--- src/rtl/uart_param_core.sv ---
// uart_param_core: parametrised full-duplex UART with show-ahead RX FIFO and sticky error flags.
module uart_param_core #(
  parameter int unsigned CLK_DIV    = 16,
  parameter int unsigned DATA_BITS  = 8,
  parameter int unsigned PARITY     = 0,
  parameter int unsigned STOP_BITS  = 1,
  parameter int unsigned FIFO_DEPTH = 8
) (
  input  logic                          clk,
  input  logic                          clrn,
  input  logic [DATA_BITS-1:0]          d_in,
  input  logic                          write,
  output logic                          tx_ready,
  output logic                          txd,
  input  logic                          rxd,
  output logic [DATA_BITS-1:0]          d_out,
  output logic                          get,
  input  logic                          read,
  output logic [$clog2(FIFO_DEPTH):0]   rx_count,
  output logic                          perr,
  output logic                          ferr,
  output logic                          ovr,
  input  logic                          err_clr
);

  localparam int unsigned CNT_W = $clog2(CLK_DIV);
  localparam int unsigned BIT_W = 4;
  localparam int unsigned PTR_W = $clog2(FIFO_DEPTH);
  localparam int unsigned OCC_W = PTR_W + 1;
  localparam int unsigned HALF  = CLK_DIV / 2;
  localparam bit          PAR_ODD = (PARITY == 1);
  localparam bit          HAS_PAR = (PARITY != 0);

  typedef enum logic [2:0] {S_IDLE, S_START, S_DATA, S_PAR, S_STOP} state_t;

  // ---------------- transmitter ----------------
  state_t               tx_state, tx_state_nxt;
  logic [CNT_W-1:0]     tx_cnt, tx_cnt_nxt;
  logic [BIT_W-1:0]     tx_bit, tx_bit_nxt;
  logic [DATA_BITS-1:0] tx_shr, tx_shr_nxt;
  logic                 tx_par, tx_par_nxt;
  logic                 txd_nxt, tx_ready_nxt;
  logic                 tx_tick;

  assign tx_tick = (tx_cnt == CNT_W'(CLK_DIV - 1));

  // TX state register; line outputs are registered from the state being entered
  always_ff @(posedge clk or negedge clrn) begin
    if (!clrn) begin
      tx_state <= S_IDLE;
      tx_cnt   <= '0;
      tx_bit   <= '0;
      tx_shr   <= '0;
      tx_par   <= 1'b0;
      txd      <= 1'b1;
      tx_ready <= 1'b1;
    end else begin
      tx_state <= tx_state_nxt;
      tx_cnt   <= tx_cnt_nxt;
      tx_bit   <= tx_bit_nxt;
      tx_shr   <= tx_shr_nxt;
      tx_par   <= tx_par_nxt;
      txd      <= txd_nxt;
      tx_ready <= tx_ready_nxt;
    end
  end

  // TX next state: bit timing, shift register and bit index
  always_comb begin
    tx_state_nxt = tx_state;
    tx_cnt_nxt   = tx_cnt;
    tx_bit_nxt   = tx_bit;
    tx_shr_nxt   = tx_shr;
    tx_par_nxt   = tx_par;
    if (tx_state != S_IDLE) tx_cnt_nxt = tx_tick ? '0 : tx_cnt + CNT_W'(1);
    unique case (tx_state)
      S_IDLE: if (write) begin
        tx_state_nxt = S_START;
        tx_cnt_nxt   = '0;
        tx_bit_nxt   = '0;
        tx_shr_nxt   = d_in;
        tx_par_nxt   = (^d_in) ^ PAR_ODD;
      end
      S_START: if (tx_tick) begin
        tx_state_nxt = S_DATA;
        tx_bit_nxt   = '0;
      end
      S_DATA: if (tx_tick) begin
        tx_shr_nxt = tx_shr >> 1;
        if (tx_bit == BIT_W'(DATA_BITS - 1)) begin
          tx_state_nxt = HAS_PAR ? S_PAR : S_STOP;
          tx_bit_nxt   = '0;
        end else begin
          tx_bit_nxt = tx_bit + BIT_W'(1);
        end
      end
      S_PAR: if (tx_tick) begin
        tx_state_nxt = S_STOP;
        tx_bit_nxt   = '0;
      end
      S_STOP: if (tx_tick) begin
        if (tx_bit == BIT_W'(STOP_BITS - 1)) tx_state_nxt = S_IDLE;
        else                                 tx_bit_nxt   = tx_bit + BIT_W'(1);
      end
      default: tx_state_nxt = S_IDLE;
    endcase
  end

  // TX outputs for the upcoming cycle
  always_comb begin
    txd_nxt      = 1'b1;
    tx_ready_nxt = (tx_state_nxt == S_IDLE);
    unique case (tx_state_nxt)
      S_START: txd_nxt = 1'b0;
      S_DATA:  txd_nxt = tx_shr_nxt[0];
      S_PAR:   txd_nxt = tx_par_nxt;
      default: txd_nxt = 1'b1;
    endcase
  end

  // ---------------- receiver ----------------
  state_t               rx_state, rx_state_nxt;
  logic [CNT_W-1:0]     rx_cnt;
  logic [BIT_W-1:0]     rx_bit;
  logic [DATA_BITS-1:0] rx_shr;
  logic                 rx_par_bad;
  logic                 s1, s2, s3;
  logic                 rx_fall, rx_sample;
  logic                 rx_push_c, perr_set_c, ferr_set_c;

  // rxd synchroniser plus one history flop for falling-edge detection
  always_ff @(posedge clk or negedge clrn) begin
    if (!clrn) begin
      s1 <= 1'b1;
      s2 <= 1'b1;
      s3 <= 1'b1;
    end else begin
      s1 <= rxd;
      s2 <= s1;
      s3 <= s2;
    end
  end

  assign rx_fall   = s3 & ~s2;
  assign rx_sample = (rx_state == S_START) ? (rx_cnt == CNT_W'(HALF - 1))
                   : ((rx_state != S_IDLE) && (rx_cnt == CNT_W'(CLK_DIV - 1)));

  // RX state register
  always_ff @(posedge clk or negedge clrn) begin
    if (!clrn) rx_state <= S_IDLE;
    else       rx_state <= rx_state_nxt;
  end

  // RX next state: start qualification at half bit, then one sample per bit
  always_comb begin
    rx_state_nxt = rx_state;
    unique case (rx_state)
      S_IDLE:  if (rx_fall) rx_state_nxt = S_START;
      S_START: if (rx_sample) rx_state_nxt = s2 ? S_IDLE : S_DATA;
      S_DATA:  if (rx_sample && (rx_bit == BIT_W'(DATA_BITS - 1)))
                 rx_state_nxt = HAS_PAR ? S_PAR : S_STOP;
      S_PAR:   if (rx_sample) rx_state_nxt = S_STOP;
      S_STOP:  if (rx_sample) rx_state_nxt = S_IDLE;
      default: rx_state_nxt = S_IDLE;
    endcase
  end

  // RX outputs: push strobe and error events at the stop-bit sample
  always_comb begin
    rx_push_c  = (rx_state == S_STOP) && rx_sample;
    ferr_set_c = rx_push_c && !s2;
    perr_set_c = rx_push_c && rx_par_bad;
  end

  // RX datapath: bit counter, bit index, shift-in and parity check
  always_ff @(posedge clk or negedge clrn) begin
    if (!clrn) begin
      rx_cnt     <= '0;
      rx_bit     <= '0;
      rx_shr     <= '0;
      rx_par_bad <= 1'b0;
    end else begin
      rx_cnt <= (rx_state == S_IDLE || rx_sample) ? '0 : rx_cnt + CNT_W'(1);
      if (rx_state != S_DATA) rx_bit <= '0;
      else if (rx_sample)     rx_bit <= rx_bit + BIT_W'(1);
      if (rx_state == S_DATA && rx_sample) rx_shr <= {s2, rx_shr[DATA_BITS-1:1]};
      if (rx_state == S_START) rx_par_bad <= 1'b0;
      else if (rx_state == S_PAR && rx_sample) rx_par_bad <= (s2 != ((^rx_shr) ^ PAR_ODD));
    end
  end

  // ---------------- RX FIFO ----------------
  logic [DATA_BITS-1:0] mem [FIFO_DEPTH];
  logic [PTR_W-1:0]     wr_ptr, rd_ptr, rd_ptr_nxt;
  logic [OCC_W-1:0]     count_nxt;
  logic [DATA_BITS-1:0] head_nxt;
  logic                 full_c, do_push_c, do_pop_c, ovr_set_c;

  // FIFO control and next show-ahead head value
  always_comb begin
    full_c     = (rx_count == OCC_W'(FIFO_DEPTH));
    do_pop_c   = read && (rx_count != '0);
    do_push_c  = rx_push_c && (!full_c || read);
    ovr_set_c  = rx_push_c && full_c && !read;
    rd_ptr_nxt = rd_ptr + PTR_W'(do_pop_c);
    count_nxt  = rx_count + OCC_W'(do_push_c) - OCC_W'(do_pop_c);
    if (count_nxt == '0)
      head_nxt = '0;
    else if (do_push_c && (rx_count == '0 || (rx_count == OCC_W'(1) && do_pop_c)))
      head_nxt = rx_shr;
    else
      head_nxt = mem[rd_ptr_nxt];
  end

  // FIFO storage
  always_ff @(posedge clk) begin
    if (do_push_c) mem[wr_ptr] <= rx_shr;
  end

  // FIFO pointers, occupancy and registered head
  always_ff @(posedge clk or negedge clrn) begin
    if (!clrn) begin
      wr_ptr   <= '0;
      rd_ptr   <= '0;
      rx_count <= '0;
      get      <= 1'b0;
      d_out    <= '0;
    end else begin
      if (do_push_c) wr_ptr <= wr_ptr + PTR_W'(1);
      rd_ptr   <= rd_ptr_nxt;
      rx_count <= count_nxt;
      get      <= (count_nxt != '0);
      d_out    <= head_nxt;
    end
  end

  // Sticky error flags; a new event wins over err_clr
  always_ff @(posedge clk or negedge clrn) begin
    if (!clrn) begin
      perr <= 1'b0;
      ferr <= 1'b0;
      ovr  <= 1'b0;
    end else begin
      perr <= perr_set_c | (perr & ~err_clr);
      ferr <= ferr_set_c | (ferr & ~err_clr);
      ovr  <= ovr_set_c  | (ovr  & ~err_clr);
    end
  end

endmodule

--- config.mk ---
export PLATFORM = sky130hd
export DESIGN_NAME = uart_param_core
export DESIGN_NICKNAME = d
export VERILOG_FILES = /design/src/rtl/uart_param_core.sv
export SDC_FILE = /design/constraint.sdc
export NUM_CORES = 1
export LEC_CHECK = 0
export BUFFER_PORTS_ARGS = -buffer_cell sky130_fd_sc_hd__buf_2
export CAP_MARGIN = 5
export CELL_PAD_IN_SITES_DETAIL_PLACEMENT = 1
export CELL_PAD_IN_SITES_GLOBAL_PLACEMENT = 1
export CORE_UTILIZATION = 46
export CTS_BUF_LIST = sky130_fd_sc_hd__clkbuf_16
export DETAILED_ROUTE_END_ITERATION = 16
export PLACE_DENSITY_LB_ADDON = 0.1
export SLEW_MARGIN = 40
export SYNTH_ARGS = -nofsm -noshare
export SYNTH_HDL_FRONTEND = slang
export SYNTH_SLANG_ARGS = --single-unit
--- constraint.sdc ---
create_clock -name clk -period 2.9 [get_ports clk]
set_input_delay 0.58 -clock clk [delete_from_list [all_inputs] [get_ports clk]]
set_output_delay 0.58 -clock clk [all_outputs]
set_load 0.005 [all_outputs]
==> impl_metrics.py, run 1 <==
metrics = {
    "finish": {
        "fin_util": 0.583,
        "final_cell_mix": "64 x edfxtp_1, 62 x dfrtp_1, 31 x buf_2, 30 x buf_4, 24 x inv_1",
        "drive_above_1_share": 0.339,
        "n_fill_cell": 1194,
        "final_common_cell": "edfxtp_1",
        "instances_no_fill": 652,
        "syn_to_final_growth_pct": 22.0,
        "final_area_sq_mm": 0.00709,
        "nNetsFinal": 500,
        "antenna_cells": 0,
    },
    "detailed_routing": {
        "wirelength_mm": 13.2,
        "viasPerCell": 5.45,
        "vias": 3556,
        "first_iter_violations": 216,
        "avgRoutedWirePerCell_microns": 20.2,
        "drc": 0,
        "drtAntennaViolNets": 0,
        "drtPass1Iterations": 5,
    },
    "global_route": {
        "grt_max_degree": 30,
        "track_usage": 0.222,
        "grt_overflow": 0,
        "antenna_found_initial": 0,
        "grt_pass1_wl_mm": 20.8,
        "grt_pass1_vias": 3817,
    },
    "placed_design": {
        "io_buffers": 31,
        "place_hpwl_mm": 8.41,
        "place.gp.congestion": 0.728,
        "place_area_sq_mm": 0.00636,
        "dp_cells": 615,
    },
    "synthesis": {
        "yosysWarnings": 0,
        "syn_area_sq_mm": 0.00581,
        "synth_edf_count": 64,
        "synth.distinct_cells": 59,
        "synthCells": 400,
        "async_reset_ff_frac": 0.511,
        "syn-num-nets": 429,
        "synthFlopType": "edfxtp_1",
        "syn_avg_cell_area_sq_um": 14.5,
        "synth_seq_cells": 131,
        "ys_seq_area_frac": 0.620,
    },
    "worst_setup_path": {
        "worstSetupStartpoint": "rx_count[2]$_DFF_PN0_",
        "path_class": "reg -> reg",
        "critical_path.max_fanout": 5,
        "crit_arrival_ns": 3.20,
        "start_kind": "register",
        "cp-end-kind": "register",
        "timing.rr.start": "rx_count[2]$_DFF_PN0_",
        "cp.required_ns": 3.20,
    },
    "clocking": {
        "hold_buffers": 0,
        "root_buffer": "clkbuf_16",
        "cts.sinks": 131,
        "cts.path.max_buffers": 2,
        "clk_latency_ns": 0.42,
        "cts_buffers": 17,
        "clk_pin_slew_ns": 0.06,
        "cts_tree": "yes",
        "htree_num_levels": 4,
    },
    "floorplan": {
        "fp.dieW_microns": 114,
        "core_sq_mm": 0.0122,
        "start_util": 0.478,
        "ios": 32,
        "fp.dieH_microns": 114,
        "fp-row-count": 40,
        "die-area_sq_mm": 0.0131,
    },
    "pwr": {
        "total_power_uw": 6340,
        "p_per_area_mw_per_mm2": 894,
        "p_leak_uw": 0.00298,
        "peakVddDrop_mv": 0.344,
    },
    "sta": {
        "rsz0062_at_grt": "yes",
        "setup_tns_ns": 0,
        "drv_slew": 0,
        "worst_pin_slew_ns": 0.560,
        "clock_skew_ns": 0.00927,
        "final.period_utilization": 0.999,
        "fmax_mhz": 345,
        "min_period_ns": 2.90,
        "hold_viol_final": 0,
        "max_slew_margin": 0.626,
        "setup_viol": 0,
    },
    "flow_run": {
        "max_cap_violations": 0,
    },
    "outcome": {
        "outcome": "completed",
    },
    "hold_path": {
        "hold_class": "in -> async",
    },
}
state kept, by name (all words and copies together) (netlist names), 3 cells and up:
name / cells
rx_bit: 4
rx_count: 4
wr_ptr: 3
rx_shr: 8
rd_ptr: 3
rx_cnt: 4
rx_state: 3
d_out: 8
tx_state: 3
tx_bit: 4
mem: 64
tx_shr: 8
tx_cnt: 4
synth_stat cells, drive strengths merged (2+ instances only):
cell type | instances | area (sq um)
o41ai | 2 | 17.5
nor2b | 3 | 18.8
edfxtp | 64 | 1920
and3 | 3 | 18.8
mux4 | 16 | 360
o22ai | 3 | 18.8
inv | 26 | 97.6
ha | 14 | 175
a222oi | 6 | 60.1
nand2b | 3 | 18.8
nor3b | 2 | 15.0
or4b | 4 | 43.8
dfrtp | 62 | 1550
nor4b | 2 | 30.0
nand2 | 23 | 86.3
nand3 | 4 | 32.5
o21ai | 10 | 50.1
clkbuf | 4 | 15.0
nand4 | 2 | 12.5
buf | 8 | 45.0
nor2 | 27 | 101
nor4 | 2 | 12.5
o31ai | 3 | 22.5
a21o | 3 | 22.5
a21oi | 10 | 61.3
mux2i | 10 | 100
a22o | 2 | 17.5
o21a | 2 | 15.0
mux2 | 18 | 233
xnor2 | 19 | 166
xor2 | 5 | 43.8
or3 | 3 | 18.8
nor3 | 12 | 82.6
dfstp | 5 | 131
worst paths after layout:
path,depth (start not counted),endpoint,slack (ns)
min in group clk,1,s1$_DFF_PN1_,0.26
max,13,d_out[4]$_DFF_PN0_,0.002
min reg2reg,0,s2$_DFF_PN1_,0.36
max reg2reg,13,d_out[4]$_DFF_PN0_,0.002
min,1,rx_shr[2]$_DFFE_PN0P_,0.15
max in group asynchronous,2,tx_ready$_DFF_PN1_,1.93
kinds of logic after synthesis:
group | after synthesis | synth area share
xor gates and xnor gates | 25 | 0.0401
buffers and inverters | 38 | 0.0271
DFF | 131 | 0.620
and+or+nand+nor | 98 | 0.0986
muxes | 44 | 0.119
AOI/OAI and AO/OA | 49 | 0.0609
adders and majority gates | 15 | 0.0336
power breakdown:
part / internal [uW] / switching, uW / leakage (uW)
logic: 987 / 929 / 0.00123
clock network: 1430 / 805 / 0.000300
registers: 2100 / 91.8 / 0.00146
critical path: stages (launching register included):
cell,delay (ns)
dfrtp_1,0.39
inv_2,0.07
ha_2,0.15
or4b_4,0.48
nand4b_4,0.13
ha_4,0.22
inv_2,0.06
ha_4,0.13
inv_2,0.03
fa_1,0.49
inv_2,0.06
nor4b_4,0.33
buf_6,0.19
nor2_2,0.06
timing repair:
| item | CTS | global route |
|---|---|---|
| buffers inserted | 2 | 2 |
| setup endpoints to repair | 9 | 9 |
| gates resized for setup | 11 | 11 |
| pin swaps | 6 | 5 |
| cloned | 1 | 0 |
layer usage:
layer | GRT usage | up-vias | part of all wire
met5 | 0 | - | 0
met4 | 0.101 | 0 | 0.021
met3 | 0.0466 | 17 | 0.030
met2 | 0.379 | 67 | 0.52
met1 | 0.271 | 1842 | 0.43
li1 | - | 1630 | -
area by class of cell:
class	count	area, sq um	area share
Sequential cell	131	3600	0.508
Multi-Input combinational cell	231	2130	0.301
Timing Repair Buffer	64	432	0.0609
Clock buffer	17	425	0.0600
Tap cell	168	210	0.0296
Clock inverter	15	190	0.0268
Inverter	26	97.6	0.0138
per-stage QoR:
step / hold slack [ns] / setup slack (ns)
floorplan: 0.284 / 0.0296
global placement: 0.348 / -0.0316
detailed placement: 0.351 / -0.103
CTS: 0.161 / -0.00723
global route: 0.185 / -0.123
finish: 0.150 / 0.00223
(Power assumes the default switching activity.)
==> inputs of run 2 (changes only) <==
--- a/config.mk
+++ b/config.mk
@@ -9,9 +9,10 @@
 export CAP_MARGIN = 5
 export CELL_PAD_IN_SITES_DETAIL_PLACEMENT = 1
 export CELL_PAD_IN_SITES_GLOBAL_PLACEMENT = 1
-export CORE_UTILIZATION = 46
+export CORE_UTILIZATION = 50
 export CTS_BUF_LIST = sky130_fd_sc_hd__clkbuf_16
 export DETAILED_ROUTE_END_ITERATION = 16
+export GPL_TIMING_DRIVEN = 0
 export PLACE_DENSITY_LB_ADDON = 0.1
 export SLEW_MARGIN = 40
 export SYNTH_ARGS = -nofsm -noshare
==> constraint.sdc (replaced) <==
create_clock -name clk -period 2.81 [get_ports clk]
set_input_delay 0.562 -clock clk [delete_from_list [all_inputs] [get_ports clk]]
set_output_delay 0.562 -clock clk [all_outputs]
set_load 0.005 [all_outputs]
==> impl_metrics.py, run 2 (synthesis results as in run 1) <==
metrics = {
    "outcome": {
        "outcome": "finished, violations left",
        "violations": "negative setup slack",
    },
    "clocking": {
        "cts.sinks": 131,
        "clk_pin_slew_ns": 0.06,
        "cts.path.max_buffers": 2,
        "htree_num_levels": 4,
        "cts_tree": "yes",
        "cts_buffers": 17,
        "root_buffer": "clkbuf_16",
        "clk_latency_ns": 0.42,
    },
    "detailed_routing": {
        "first_iter_violations": 227,
        "wirelength_mm": 12.4,
        "drc": 0,
        "drtPass1Iterations": 4,
        "avgRoutedWirePerCell_microns": 20.2,
        "vias": 3505,
        "drtAntennaViolNets": 0,
        "viasPerCell": 5.71,
    },
    "sta": {
        "worst_pin_slew_ns": 0.808,
        "clock_skew_ns": 0.00749,
        "setup_tns_ns": -1.26,
        "setup_viol": 9,
        "rsz0062_at_grt": "yes",
        "drv_slew": 0,
        "worst_slack_ns": -0.153,
        "hold_viol_final": 0,
        "min_period_ns": 2.96,
        "final.period_utilization": 1.05,
        "fmax_mhz": 337,
        "max_slew_margin": 0.457,
    },
    "worst_setup_path": {
        "crit_arrival_ns": 3.26,
        "path_class": "reg -> reg",
        "slowest_stage": "or4b_4",
        "start_kind": "register",
        "path_common_cell": "inv_2",
        "cp-end-kind": "register",
        "crit_chain": "inv_2, ha_1, or4b_4, nand4b_4, ha_4, inv_2, ha_4, inv_1, fa_1, inv_2, nor4b_4, buf_12, nor2_1",
        "cp.required_ns": 3.11,
        "critical_path.max_fanout": 9,
        "slowest_delay_ns": 0.51,
    },
    "finish": {
        "top_register": "mem",
        "drive_above_1_share": 0.299,
        "antenna_cells": 0,
        "largest_reg_flops": 64,
        "nNetsFinal": 487,
        "instances_no_fill": 614,
        "syn_to_final_growth_pct": 18.8,
        "n_fill_cell": 1081,
        "final_common_cell": "edfxtp_1",
        "final_cell_mix": "64 x edfxtp_1, 62 x dfrtp_1, 37 x buf_2, 24 x nor2_1, 24 x inv_1",
    },
    "pwr": {
        "p_leak_uw": 0.00288,
        "p_per_area_mw_per_mm2": 873,
        "peakVddDrop_mv": 0.882,
    },
    "floorplan": {
        "fp-row-count": 39,
        "fp.dieW_microns": 110,
        "ios": 32,
        "fp.dieH_microns": 110,
        "core_sq_mm": 0.0114,
        "die-area_sq_mm": 0.0121,
        "start_util": 0.511,
    },
    "placed_design": {
        "place_hpwl_mm": 8.18,
        "place.gp.congestion": 0.738,
        "dp_cells": 579,
        "io_buffers": 31,
    },
    "flow_run": {
        "max_cap_violations": 0,
    },
    "global_route": {
        "grt_overflow": 0,
        "antenna_found_initial": 0,
        "grt_pass1_vias": 3677,
        "grt_pass1_wl_mm": 19.7,
        "grt_max_degree": 50,
        "track_usage": 0.229,
    },
    "hold_path": {
        "hold_class": "in -> reg",
    },
}
## run 2: final timing paths
check / to / slack [ns] / cells after the start / startpoint
worst max-delay path: d_out[2]$_DFF_PN0_ / -0.15 / 13 / rx_count[2]$_DFF_PN0_
worst min-delay path: s1$_DFF_PN1_ / 0.24 / 1 / rxd
worst max register to register: d_out[2]$_DFF_PN0_ / -0.15 / 13 / rx_count[2]$_DFF_PN0_
worst min register to register: s2$_DFF_PN1_ / 0.35 / 0 / s1$_DFF_PN1_
max in group asynchronous: s1$_DFF_PN1_ / 1.69 / 3 / clrn
min in group asynchronous: d_out[5]$_DFF_PN0_ / 0.56 / 2 / clrn
## run 2: timing repair
| item | CTS | global route |
|---|---|---|
| resized for setup | 10 | 2 |
| gates cloned | 0 | 0 |
| hold buffers | 1 | 0 |
| endpoints found under the setup margin | 9 | 17 |
| endpoints found under the hold margin | 18 | 0 |
| buffers inserted | 2 | 0 |
| pin swaps | 1 | 0 |
## run 2: final cells by class
cell class / instances / area, sq um / area share
repair buffers: 39 / 251 / 0.0364
flip-flops and latches: 131 / 3600 / 0.522
multi-input cells: 231 / 2140 / 0.310
clock inverters: 15 / 124 / 0.0179
inverters: 26 / 97.6 / 0.0141
plain buffers: 12 / 80.1 / 0.0116
clock buffers: 17 / 425 / 0.0616
well taps: 143 / 179 / 0.0259
## run 2: per-stage QoR
stage	hold WS [ns]	total power (uW)	worst slack, ns	cell area [sq um]	util
after floorplan	0.266	3430	0.000955	5840	-
after global placement	0.346	3790	-0.581	6170	0.543
after detailed placement	0.347	3870	-0.687	6270	0.551
after CTS	0.232	6070	-0.170	6890	0.606
after global routing	0.231	6320	-0.300	6900	0.607
final	0.244	6030	-0.153	6900	0.607
## run 2: per-layer routing
metal | vias to the layer above | part of all wire | GRT usage
met1 | 1817 | 0.43 | 0.296
met5 | - | 0 | 0
li1 | 1608 | - | -
met3 | 17 | 0.033 | 0.0528
met2 | 63 | 0.51 | 0.365
met4 | 0 | 0.020 | 0.109
## run 2: worst max-delay path: cells and delay by family, from the launching register on
family                     cells  cell delay (ns)
DFF                            1             0.39
adders and majority gates      4             0.97
buffers and inverters          5             0.42
and+or+nand+nor                4             1.03
## run 2: power breakdown
part	leakage (uW)	switching, uW	internal (uW)
registers	0.00146	103	2170
clock network	0.000275	790	1280
logic	0.00115	858	837
==> inputs of run 3 (changes only) <==
--- a/config.mk
+++ b/config.mk
@@ -5,10 +5,11 @@
 export SDC_FILE = /design/constraint.sdc
 export NUM_CORES = 1
 export LEC_CHECK = 0
-export BUFFER_PORTS_ARGS = -buffer_cell sky130_fd_sc_hd__buf_2
+export BUFFER_PORTS_ARGS = -buffer_cell sky130_fd_sc_hd__buf_4
 export CAP_MARGIN = 5
 export CELL_PAD_IN_SITES_DETAIL_PLACEMENT = 1
 export CELL_PAD_IN_SITES_GLOBAL_PLACEMENT = 1
+export CORE_ASPECT_RATIO = 0.75
 export CORE_UTILIZATION = 50
 export CTS_BUF_LIST = sky130_fd_sc_hd__clkbuf_16
 export DETAILED_ROUTE_END_ITERATION = 16
==> impl_metrics.py, run 3 (synthesis results as in run 1) <==
metrics = {
    "global_route": {
        "antenna_found_initial": 0,
        "grt_overflow": 0,
        "grt_max_degree": 68,
        "grt_pass1_vias": 3782,
        "track_usage": 0.235,
        "grt_pass1_wl_mm": 20.3,
    },
    "worst_setup_path": {
        "path_class": "reg -> reg",
        "cp.required_ns": 3.11,
        "start_kind": "register",
        "cp-end-kind": "register",
        "critical_path.max_fanout": 4,
        "rrSetupSlack_ns": -0.14,
        "crit_arrival_ns": 3.26,
    },
    "pwr": {
        "p_seq_frac": 0.353,
        "total_power_uw": 6460,
        "p_sw_frac": 0.287,
        "p_per_area_mw_per_mm2": 916,
        "p_clk_frac": 0.357,
        "peakVddDrop_mv": 0.461,
        "switchingPower_uw": 1850,
        "p_int_uw": 4610,
        "pwr-share-comb": 0.290,
        "p_leak_uw": 0.00292,
    },
    "sta": {
        "worst_pin_slew_ns": 0.870,
        "drv_slew": 0,
        "fmax_mhz": 339,
        "worst_slack_ns": -0.143,
        "setup_tns_ns": -1.15,
        "hold_viol_final": 0,
        "setup_viol": 9,
        "min_period_ns": 2.95,
        "max_slew_margin": 0.417,
        "whs_ns": 0.134,
        "final.period_utilization": 1.05,
        "clock_skew_ns": 0.00868,
        "rsz0062_at_grt": "yes",
    },
    "floorplan": {
        "fp-row-count": 33,
        "core_sq_mm": 0.0111,
        "fp.dieW_microns": 126,
        "start_util": 0.523,
        "ios": 32,
        "die-area_sq_mm": 0.0121,
        "fp.dieH_microns": 95.4,
    },
    "clocking": {
        "cts_buffers": 17,
        "clk_pin_slew_ns": 0.06,
        "cts_tree": "yes",
        "htree_num_levels": 4,
        "hold_buffers": 0,
        "root_buffer": "clkbuf_16",
        "cts.path.max_buffers": 2,
        "cts.sinks": 131,
        "clk_latency_ns": 0.42,
    },
    "finish": {
        "final_common_cell": "edfxtp_1",
        "top_register": "mem",
        "syn_to_final_growth_pct": 21.3,
        "nNetsFinal": 488,
        "antenna_cells": 0,
        "drive_above_1_share": 0.316,
        "instances_no_fill": 612,
        "final_cell_mix": "64 x edfxtp_1, 62 x dfrtp_1, 37 x buf_4, 24 x nor2_1, 23 x nand2_1",
        "largest_reg_flops": 64,
        "n_fill_cell": 1026,
    },
    "placed_design": {
        "place_hpwl_mm": 8.12,
        "place.gp.congestion": 0.773,
        "io_buffers": 31,
        "dp_cells": 572,
        "dp_slack_ns": -0.690,
    },
    "outcome": {
        "outcome": "finished, violations left",
        "violations": "negative setup slack",
    },
    "hold_path": {
        "hold_class": "in -> async",
    },
    "flow_run": {
        "max_cap_violations": 0,
    },
    "detailed_routing": {
        "wirelength_mm": 12.9,
        "drtAntennaViolNets": 0,
        "vias": 3508,
        "first_iter_violations": 215,
        "viasPerCell": 5.73,
        "avgRoutedWirePerCell_microns": 21.0,
        "drc": 0,
        "drtPass1Iterations": 4,
    },
}
## run 3: cell count changes in the layout (fill, tap and decap cells not counted), sizes merged
cell	delta
clkinv	-6
clkinvlp	+3
buf	+2
bufinv	+2
dlygate4sd3	-1
inv	+1
## run 3: what timing repair did
action                                  4_1_cts  5_1_grt
hold endpoints to repair                      0        0
buffers inserted                              8        0
gates resized for setup                      17        6
pin swaps                                     3        4
endpoints found under the setup margin        9        9
## run 3: cell type report
cell class,instances,area [sq um],area share
clock buffer,17,425,0.0604
sequential,131,3600,0.511
timing repair buffer,40,309,0.0438
multi-input combinational,231,2160,0.306
tap,140,175,0.0249
buffer,12,90.1,0.0128
clock inverter,15,188,0.0266
inverter,26,97.6,0.0138
## run 3: worst max-delay path, stage by stage, from the launching register on
cell and delay, ns:
dfrtp_1 0.40, inv_2 0.09, ha_1 0.15, or4b_4 0.52
nand4b_4 0.15, ha_4 0.21, inv_2 0.06, ha_4 0.13
inv_2 0.04, fa_1 0.40, xnor2_2 0.18, nor4b_4 0.28
buf_6 0.18, nor2_1 0.05
## run 3: power by group through the flow
stage	Clock (uW)	Combinational (uW)	Sequential, uW
6_report	2310	1880	2280
5_1_grt	2390	2050	2300
4_1_cts	2340	1790	2280
3_5_place_dp	0	1580	2310
3_3_place_gp	0	1520	2300
2_1_floorplan	0	1140	2290
## run 3: through the flow
stage | utilization | area (sq um)
after floorplan | - | 5840
after global placement | 0.562 | 6240
after detailed placement | 0.566 | 6290
after CTS | 0.631 | 7010
after global routing | 0.635 | 7050
final | 0.635 | 7050
## run 3: routing by layer
| metal | wire [microns] | vias up | global-route usage |
|---|---|---|---|
| met5 | 0 | - | 0 |
| met4 | 144 | 0 | 0.0863 |
| met3 | 487 | 13 | 0.0561 |
| met2 | 6310 | 58 | 0.385 |
| met1 | 5940 | 1831 | 0.308 |
| li1 | - | 1606 | - |
## run 3: final timing paths
path,from,end,cells after the start
min in group clk,rxd,s1$_DFF_PN1_,1
setup reg to reg,rx_count[2]$_DFF_PN0_,d_out[7]$_DFF_PN0_,13
setup / recovery,rx_count[2]$_DFF_PN0_,d_out[7]$_DFF_PN0_,13
max in group asynchronous,clrn,rx_shr[7]$_DFFE_PN0P_,1
hold reg to reg,s1$_DFF_PN1_,s2$_DFF_PN1_,0
hold / removal,clrn,d_out[6]$_DFF_PN0_,1
